[src/rtl/wb_pio_ctrl.sv]
// Wishbone-slave parallel I/O controller: per-channel output/OE, synchronised inputs,
// atomic set/clear/toggle and edge interrupts. Optional input debounce via PIO_DEBOUNCE_EN.
module wb_pio_ctrl #(
   parameter int          ADDRWIDTH      = 7,
   parameter int          NUM_PIO        = 8,
   parameter int          SYNC_STAGES    = 2,
   parameter logic [31:0] PIO_ID_VALUE   = 32'h0010_A010,
   parameter logic [31:0] DEF_REG_VALUE  = 32'hFAB_DEF_AC,
   parameter int          DEBOUNCE_WIDTH = 4
) (
   input  logic                 WB_CLK,
   input  logic                 WB_RST,
   input  logic [ADDRWIDTH-1:0] WBs_ADR,
   input  logic                 WBs_CYC,
   input  logic                 WBs_STB,
   input  logic                 WBs_WE,
   input  logic [3:0]           WBs_BYTE_STB,
   input  logic [31:0]          WBs_WR_DAT,
   output logic [31:0]          WBs_RD_DAT,
   output logic                 WBs_ACK,
   input  logic [NUM_PIO-1:0]   pio_i,
   output logic [NUM_PIO-1:0]   pio_o,
   output logic [NUM_PIO-1:0]   pio_oe,
   output logic                 Interrupt_o
);

   localparam logic [ADDRWIDTH-1:0] ADR_ID   = ADDRWIDTH'(0);
   localparam logic [ADDRWIDTH-1:0] ADR_OUT  = ADDRWIDTH'(1);
   localparam logic [ADDRWIDTH-1:0] ADR_OE   = ADDRWIDTH'(2);
   localparam logic [ADDRWIDTH-1:0] ADR_IN   = ADDRWIDTH'(3);
   localparam logic [ADDRWIDTH-1:0] ADR_SET  = ADDRWIDTH'(4);
   localparam logic [ADDRWIDTH-1:0] ADR_CLR  = ADDRWIDTH'(5);
   localparam logic [ADDRWIDTH-1:0] ADR_TGL  = ADDRWIDTH'(6);
   localparam logic [ADDRWIDTH-1:0] ADR_RISE = ADDRWIDTH'(7);
   localparam logic [ADDRWIDTH-1:0] ADR_FALL = ADDRWIDTH'(8);
   localparam logic [ADDRWIDTH-1:0] ADR_STAT = ADDRWIDTH'(9);
   localparam logic [ADDRWIDTH-1:0] ADR_PEND = ADDRWIDTH'(10);

`ifdef PIO_DEBOUNCE_EN
   localparam int SUP_LEN = SYNC_STAGES + 1 + (1 << DEBOUNCE_WIDTH) - 1;
`else
   localparam int SUP_LEN = SYNC_STAGES + 1;
`endif
   localparam int SUP_W = $clog2(SUP_LEN + 1);

   logic               req, rd_req, wr_req;
   logic [NUM_PIO-1:0] wmask, wdat, w1c;
   logic [NUM_PIO-1:0] out_reg, oe_reg, rise_en, fall_en, irq_stat, irq_pend;
   logic [NUM_PIO-1:0] sync_q [SYNC_STAGES];
   logic [NUM_PIO-1:0] sync_s, filt, prev, rise, fall, set_ev;
   logic [SUP_W-1:0]   sup_cnt;
   logic               edge_ok;
   logic [31:0]        rd_mux;
   logic               unused_ok;

   function automatic logic [31:0] ext(input logic [NUM_PIO-1:0] v);
      ext = '0;
      ext[NUM_PIO-1:0] = v;
   endfunction

   assign req    = WBs_CYC & WBs_STB & ~WBs_ACK;
   assign rd_req = req & ~WBs_WE;
   assign wr_req = req & WBs_WE;

   assign unused_ok = &{1'b0, WBs_WR_DAT, WBs_BYTE_STB, (DEBOUNCE_WIDTH > 0)};

   // Write data with byte lanes applied; bits at and above NUM_PIO never reach a register
   always_comb begin
      wmask = '0;
      wdat  = '0;
      for (int i = 0; i < NUM_PIO; i++) begin
         wmask[i] = WBs_BYTE_STB[i >> 3];
         wdat[i]  = WBs_WR_DAT[i] & WBs_BYTE_STB[i >> 3];
      end
   end

   assign w1c      = (wr_req && (WBs_ADR == ADR_STAT)) ? wdat : '0;
   assign irq_pend = irq_stat & (rise_en | fall_en);
   assign sync_s   = sync_q[SYNC_STAGES-1];
   assign edge_ok  = (sup_cnt == SUP_W'(SUP_LEN));
   assign rise     = filt & ~prev;
   assign fall     = ~filt & prev;
   assign set_ev   = edge_ok ? ((rise & rise_en) | (fall & fall_en)) : '0;
   assign pio_o    = out_reg;
   assign pio_oe   = oe_reg;

   always_comb begin
      rd_mux = DEF_REG_VALUE;
      case (WBs_ADR)
         ADR_ID:   rd_mux = PIO_ID_VALUE;
         ADR_OUT:  rd_mux = ext(out_reg);
         ADR_OE:   rd_mux = ext(oe_reg);
         ADR_IN:   rd_mux = ext(filt);
         ADR_SET, ADR_CLR, ADR_TGL: rd_mux = '0;
         ADR_RISE: rd_mux = ext(rise_en);
         ADR_FALL: rd_mux = ext(fall_en);
         ADR_STAT: rd_mux = ext(irq_stat);
         ADR_PEND: rd_mux = ext(irq_pend);
         default:  rd_mux = DEF_REG_VALUE;
      endcase
   end

   // Input synchroniser; edges are ignored until the pipeline has refilled after reset
   always_ff @(posedge WB_CLK) begin
      if (WB_RST) begin
         for (int k = 0; k < SYNC_STAGES; k++) sync_q[k] <= '0;
         prev    <= '0;
         sup_cnt <= '0;
      end else begin
         sync_q[0] <= pio_i;
         for (int k = 1; k < SYNC_STAGES; k++) sync_q[k] <= sync_q[k-1];
         prev <= filt;
         if (!edge_ok) sup_cnt <= sup_cnt + 1'b1;
      end
   end

`ifdef PIO_DEBOUNCE_EN
   localparam logic [DEBOUNCE_WIDTH-1:0] DB_LAST = DEBOUNCE_WIDTH'((1 << DEBOUNCE_WIDTH) - 2);
   logic [DEBOUNCE_WIDTH-1:0] db_cnt [NUM_PIO];

   // Filtered value follows only after 2^W-1 consecutive disagreeing samples
   always_ff @(posedge WB_CLK) begin
      if (WB_RST) begin
         filt <= '0;
         for (int i = 0; i < NUM_PIO; i++) db_cnt[i] <= '0;
      end else begin
         for (int i = 0; i < NUM_PIO; i++) begin
            if (sync_s[i] == filt[i]) begin
               db_cnt[i] <= '0;
            end else if (db_cnt[i] == DB_LAST) begin
               filt[i]   <= sync_s[i];
               db_cnt[i] <= '0;
            end else begin
               db_cnt[i] <= db_cnt[i] + 1'b1;
            end
         end
      end
   end
`else
   assign filt = sync_s;
`endif

   // Bus side: single-cycle ACK, register writes, and sticky interrupt status where a new edge beats W1C
   always_ff @(posedge WB_CLK) begin
      if (WB_RST) begin
         WBs_ACK     <= 1'b0;
         WBs_RD_DAT  <= '0;
         out_reg     <= '0;
         oe_reg      <= '0;
         rise_en     <= '0;
         fall_en     <= '0;
         irq_stat    <= '0;
         Interrupt_o <= 1'b0;
      end else begin
         WBs_ACK <= req;
         if (rd_req) WBs_RD_DAT <= rd_mux;
         if (wr_req) begin
            case (WBs_ADR)
               ADR_OUT:  out_reg <= (out_reg & ~wmask) | wdat;
               ADR_OE:   oe_reg  <= (oe_reg & ~wmask) | wdat;
               ADR_SET:  out_reg <= out_reg | wdat;
               ADR_CLR:  out_reg <= out_reg & ~wdat;
               ADR_TGL:  out_reg <= out_reg ^ wdat;
               ADR_RISE: rise_en <= (rise_en & ~wmask) | wdat;
               ADR_FALL: fall_en <= (fall_en & ~wmask) | wdat;
               default:  ;
            endcase
         end
         irq_stat    <= (irq_stat & ~w1c) | set_ev;
         Interrupt_o <= |irq_pend;
      end
   end

endmodule

[config.mk]
export PLATFORM = sky130hd
export DESIGN_NAME = wb_pio_ctrl
export DESIGN_NICKNAME = d
export VERILOG_FILES = /design/src/rtl/wb_pio_ctrl.sv
export SDC_FILE = /design/constraint.sdc
export NUM_CORES = 1
export LEC_CHECK = 0
export CAP_MARGIN = 25
export CORE_MARGIN = 10
export CORE_UTILIZATION = 52
export DETAILED_ROUTE_END_ITERATION = 8
export GPL_TIMING_DRIVEN = 0
export HOLD_SLACK_MARGIN = 0.06
export PLACE_DENSITY = 0.86
export SYNTH_ARGS = -nofsm -noshare
export SYNTH_HDL_FRONTEND = slang
export SYNTH_SLANG_ARGS = --single-unit
[constraint.sdc]
create_clock -name WB_CLK -period 4.1 [get_ports WB_CLK]
set_clock_uncertainty 0.15 [all_clocks]
set_input_delay 0.615 -clock WB_CLK [delete_from_list [all_inputs] [get_ports WB_CLK]]
set_output_delay 0.615 -clock WB_CLK [all_outputs]
set_load 0.01 [all_outputs]
==> metrics <==
result of the run finished clean; library cells used by synthesis 44; cells after synthesis 451; Pre-Repair DR Iteration Count 7; total of hold buffers inserted after clock tree synthesis 0; antenna-violating nets left 0; hold path cells 1; sequential fraction of the synthesis area 0.406; clock root buffer sky130_fd_sc_hd__clkbuf_8; path depth of the worst reg2reg path 6; final count of negative-setup-slack endpoints 0; antenna cell count 0; buffers inserted during post-CTS setup optimization 0; cell type with the highest aggregate area in the netlist sky130_fd_sc_hd__dfxtp_1; share of post-route cells with drive strength above 1 0.104; final hold viol count 0; number of synthesis warnings 0; post-synthesis area per instance 8.53 um2; vias in the first global route 3,600; width of the die 106 um; instance area after placement 4670 um2; post-route clock period utilization 0.701; Max H-tree Level 3; stage delay of the slowest cell on the critical path 0.51 ns; RSZ-0062 raised after global routing no; Synth Cell Area 3850 um2; final RePlAce weighted congestion 0.959; Setup CP Type in2reg; Final #Nets 599; worst-case headroom to the max-slew limit 0.441; initial antenna violation count 0; Worst path top cell family by delay simple AND/OR/NAND/NOR gates; Crit. End Element register; PortBufs 68; Hold Path Class reg2reg; core occupancy in the finished layout 0.676; critical path's slowest cell sky130_fd_sc_hd__nor3_1; arrival time of the worst setup path 2.95 ns; critical path fanouts, max 10; number of max-capacitance violations reported 0; number of buffer and inverter stages on the critical path 2; DRC violation count after routing 0; reported leakage power 1.72 nW; Vert. Die Dim 106 um; post-layout instance area 4880 um2; TritonCTS buffer count 9; clock latency at the later pin of the worst-skew pair 0.36 ns; worst voltage drop across the vdd grid 0.000244 V; overall global routing resource usage 0.212; measured slew at the worst slew-check pin 0.828 ns; Worst setup SP type input port; CTS clk-pin slew, worst paths 0.08 ns; cell depth of the worst setup path 7; top-area cell type share of the netlist area 0.406; layout filler cell count 607; first-pass GRT wire length 19,200 um; standard-cell rows 31; shortest clock period the worst path allows after layout 2.87 ns; Clock Tree Buf Depth 2; post-detailed-placement half-perimeter wirelength 9020 um; wirelength, routed 12,300 um; initial drt markers 394; post-synthesis sequential element count 78; effective utilization at floorplan 0.533; Vias 3,799; Resize count post-CTS 0; top-level port count 106; Async SR Flop Fraction 0; largest cells by area after synthesis sky130_fd_sc_hd__dfxtp_1 (41%), sky130_fd_sc_hd__nand2_1 (6.2%), sky130_fd_sc_hd__mux2i_1 (5.2%), sky130_fd_sc_hd__o21ai_0 (4.9%), sky130_fd_sc_hd__buf_4 (4.5%); Vias per Instance 5.96; total congestion overflow after global routing 0; Sink Count 78; pin count of the biggest net entering global routing 18; total core area 7210 um2; TritonCTS clock tree yes; peak clock frequency supported by timing 0.348 GHz; most used flip-flop cell after synthesis sky130_fd_sc_hd__dfxtp_1; list of cells traversed by the critical path clkdlybuf4s50_1, or3_4, buf_6, nor3_1, nand3_1, o21ai_0, a21oi_1; final sum of negative setup slack 0 ns; routed length per placed instance 19.3 um; number of enable flip-flop cells after synthesis 0; final number of max-transition violations 0; Layout Area Growth over Synthesis 26.8%; P per Cell Area 330 nW/um2; critical path data required time 4.18 ns; overall die area 11,200 um2
==> where the power goes <==
group          internal [mW]  switching, mW
registers              0.775         0.0120
logic                 0.0868          0.101
clock network          0.339          0.294
total                   1.20          0.407
==> stage by stage <==
step / hold slack (ns) / power (mW) / std cells / setup WS (ns)
2_1_floorplan: 0.264 / 0.901 / 455 / 1.79
3_3_place_gp: 0.267 / 0.982 / 622 / 0.945
3_5_place_dp: 0.272 / 0.989 / 622 / 0.945
4_1_cts: 0.291 / 1.61 / 637 / 1.30
5_1_grt: 0.306 / 1.66 / 637 / 1.15
6_report: 0.288 / 1.61 / 637 / 1.23
==> cells by family (layout without fill, tap and decap cells) <==
logic type / count (synthesis) / in the layout / share of synthesized area
flip-flops: 78 / 78 / 0.406
AO/OA/AOI/OAI: 119 / 119 / 0.196
AND/OR/NAND/NOR: 169 / 169 / 0.225
buffers and inverters: 51 / 134 / 0.0803
adder cells (fa/ha/maj): 9 / 9 / 0.0293
XOR/XNOR: 1 / 1 / 0.00228
multiplexers: 23 / 23 / 0.0608
other: 1 / 5 / 0.000975
==> cells in the mapped netlist, types with 2 or more instances <==
| cell | n |
|---|---|
| sky130_fd_sc_hd__o21a_1 | 2 |
| sky130_fd_sc_hd__nor2_1 | 31 |
| sky130_fd_sc_hd__o211ai_1 | 2 |
| sky130_fd_sc_hd__clkbuf_1 | 16 |
| sky130_fd_sc_hd__buf_2 | 6 |
| sky130_fd_sc_hd__nand3b_1 | 12 |
| sky130_fd_sc_hd__nand4_1 | 2 |
| sky130_fd_sc_hd__nor3_1 | 4 |
| sky130_fd_sc_hd__buf_4 | 23 |
| sky130_fd_sc_hd__o21ai_0 | 38 |
| sky130_fd_sc_hd__a311oi_1 | 3 |
| sky130_fd_sc_hd__a22oi_1 | 8 |
| sky130_fd_sc_hd__buf_6 | 3 |
| sky130_fd_sc_hd__o2bb2ai_1 | 11 |
| sky130_fd_sc_hd__mux2_2 | 3 |
| sky130_fd_sc_hd__o21bai_1 | 3 |
| sky130_fd_sc_hd__dfxtp_1 | 78 |
| sky130_fd_sc_hd__a32oi_1 | 10 |
| sky130_fd_sc_hd__nor2b_1 | 26 |
| sky130_fd_sc_hd__a31oi_1 | 11 |
| sky130_fd_sc_hd__mux2i_1 | 20 |
| sky130_fd_sc_hd__nand3_1 | 5 |
| sky130_fd_sc_hd__a21oi_1 | 26 |
| sky130_fd_sc_hd__buf_1 | 2 |
| sky130_fd_sc_hd__nor3_4 | 3 |
| sky130_fd_sc_hd__nand2b_1 | 10 |
| sky130_fd_sc_hd__nand2_1 | 64 |
| sky130_fd_sc_hd__or3_1 | 5 |
| sky130_fd_sc_hd__ha_1 | 9 |
==> placed cells by master (no fill, tap or decap), drive strengths merged, types with 12 or more instances in the layout <==
cell type and n:
a21oi 26, buf 34, clkbuf 26, clkdlybuf4s50 68, dfxtp 78, mux2i 20
nand2 64, nand3b 12, nor2 32, nor2b 26, o21ai 38
==> final cells by class <==
| class | instances | area [um2] | area share |
|---|---|---|---|
| clock buffers | 9 | 124 | 0.0254 |
| repair buffers | 68 | 681 | 0.140 |
| flip-flops and latches | 78 | 1560 | 0.320 |
| plain buffers | 51 | 309 | 0.0634 |
| well taps | 99 | 124 | 0.0254 |
| clock inverters | 6 | 86.3 | 0.0177 |
| multi-input cells | 326 | 1990 | 0.408 |
==> worst reg2reg max path, stage by stage (launching register included) <==
cell and delay, ns:
sky130_fd_sc_hd__dfxtp_1 0.33, sky130_fd_sc_hd__and3b_1 0.21, sky130_fd_sc_hd__buf_2 0.16, sky130_fd_sc_hd__nand3_1 0.24, sky130_fd_sc_hd__nor3_4 0.64, sky130_fd_sc_hd__mux2i_1 0.31, sky130_fd_sc_hd__nor2_1 0.06
==> per-layer routing <==
metal,wire (um),vias to the layer above,global-route usage
li1,-,1744,-
met1,4990,1799,0.260
met2,5660,224,0.343
met3,1270,32,0.0610
met4,388,0,0.0841
met5,0,-,0
==> worst paths after layout <==
check / startpoint / end / slack [ns]
max: WBs_ADR[5] / irq_stat[4]$_SDFF_PP0_ / 1.23
min: sync_q[0][4]$_SDFF_PP0_ / sync_q[0][12]$_SDFF_PP0_ / 0.29
max reg2reg: WBs_ACK$_SDFF_PP0_ / register / 1.88
min reg2reg: sync_q[0][4]$_SDFF_PP0_ / sync_q[0][12]$_SDFF_PP0_ / 0.29
No activity file was read; power rests on OpenSTA's default activity.
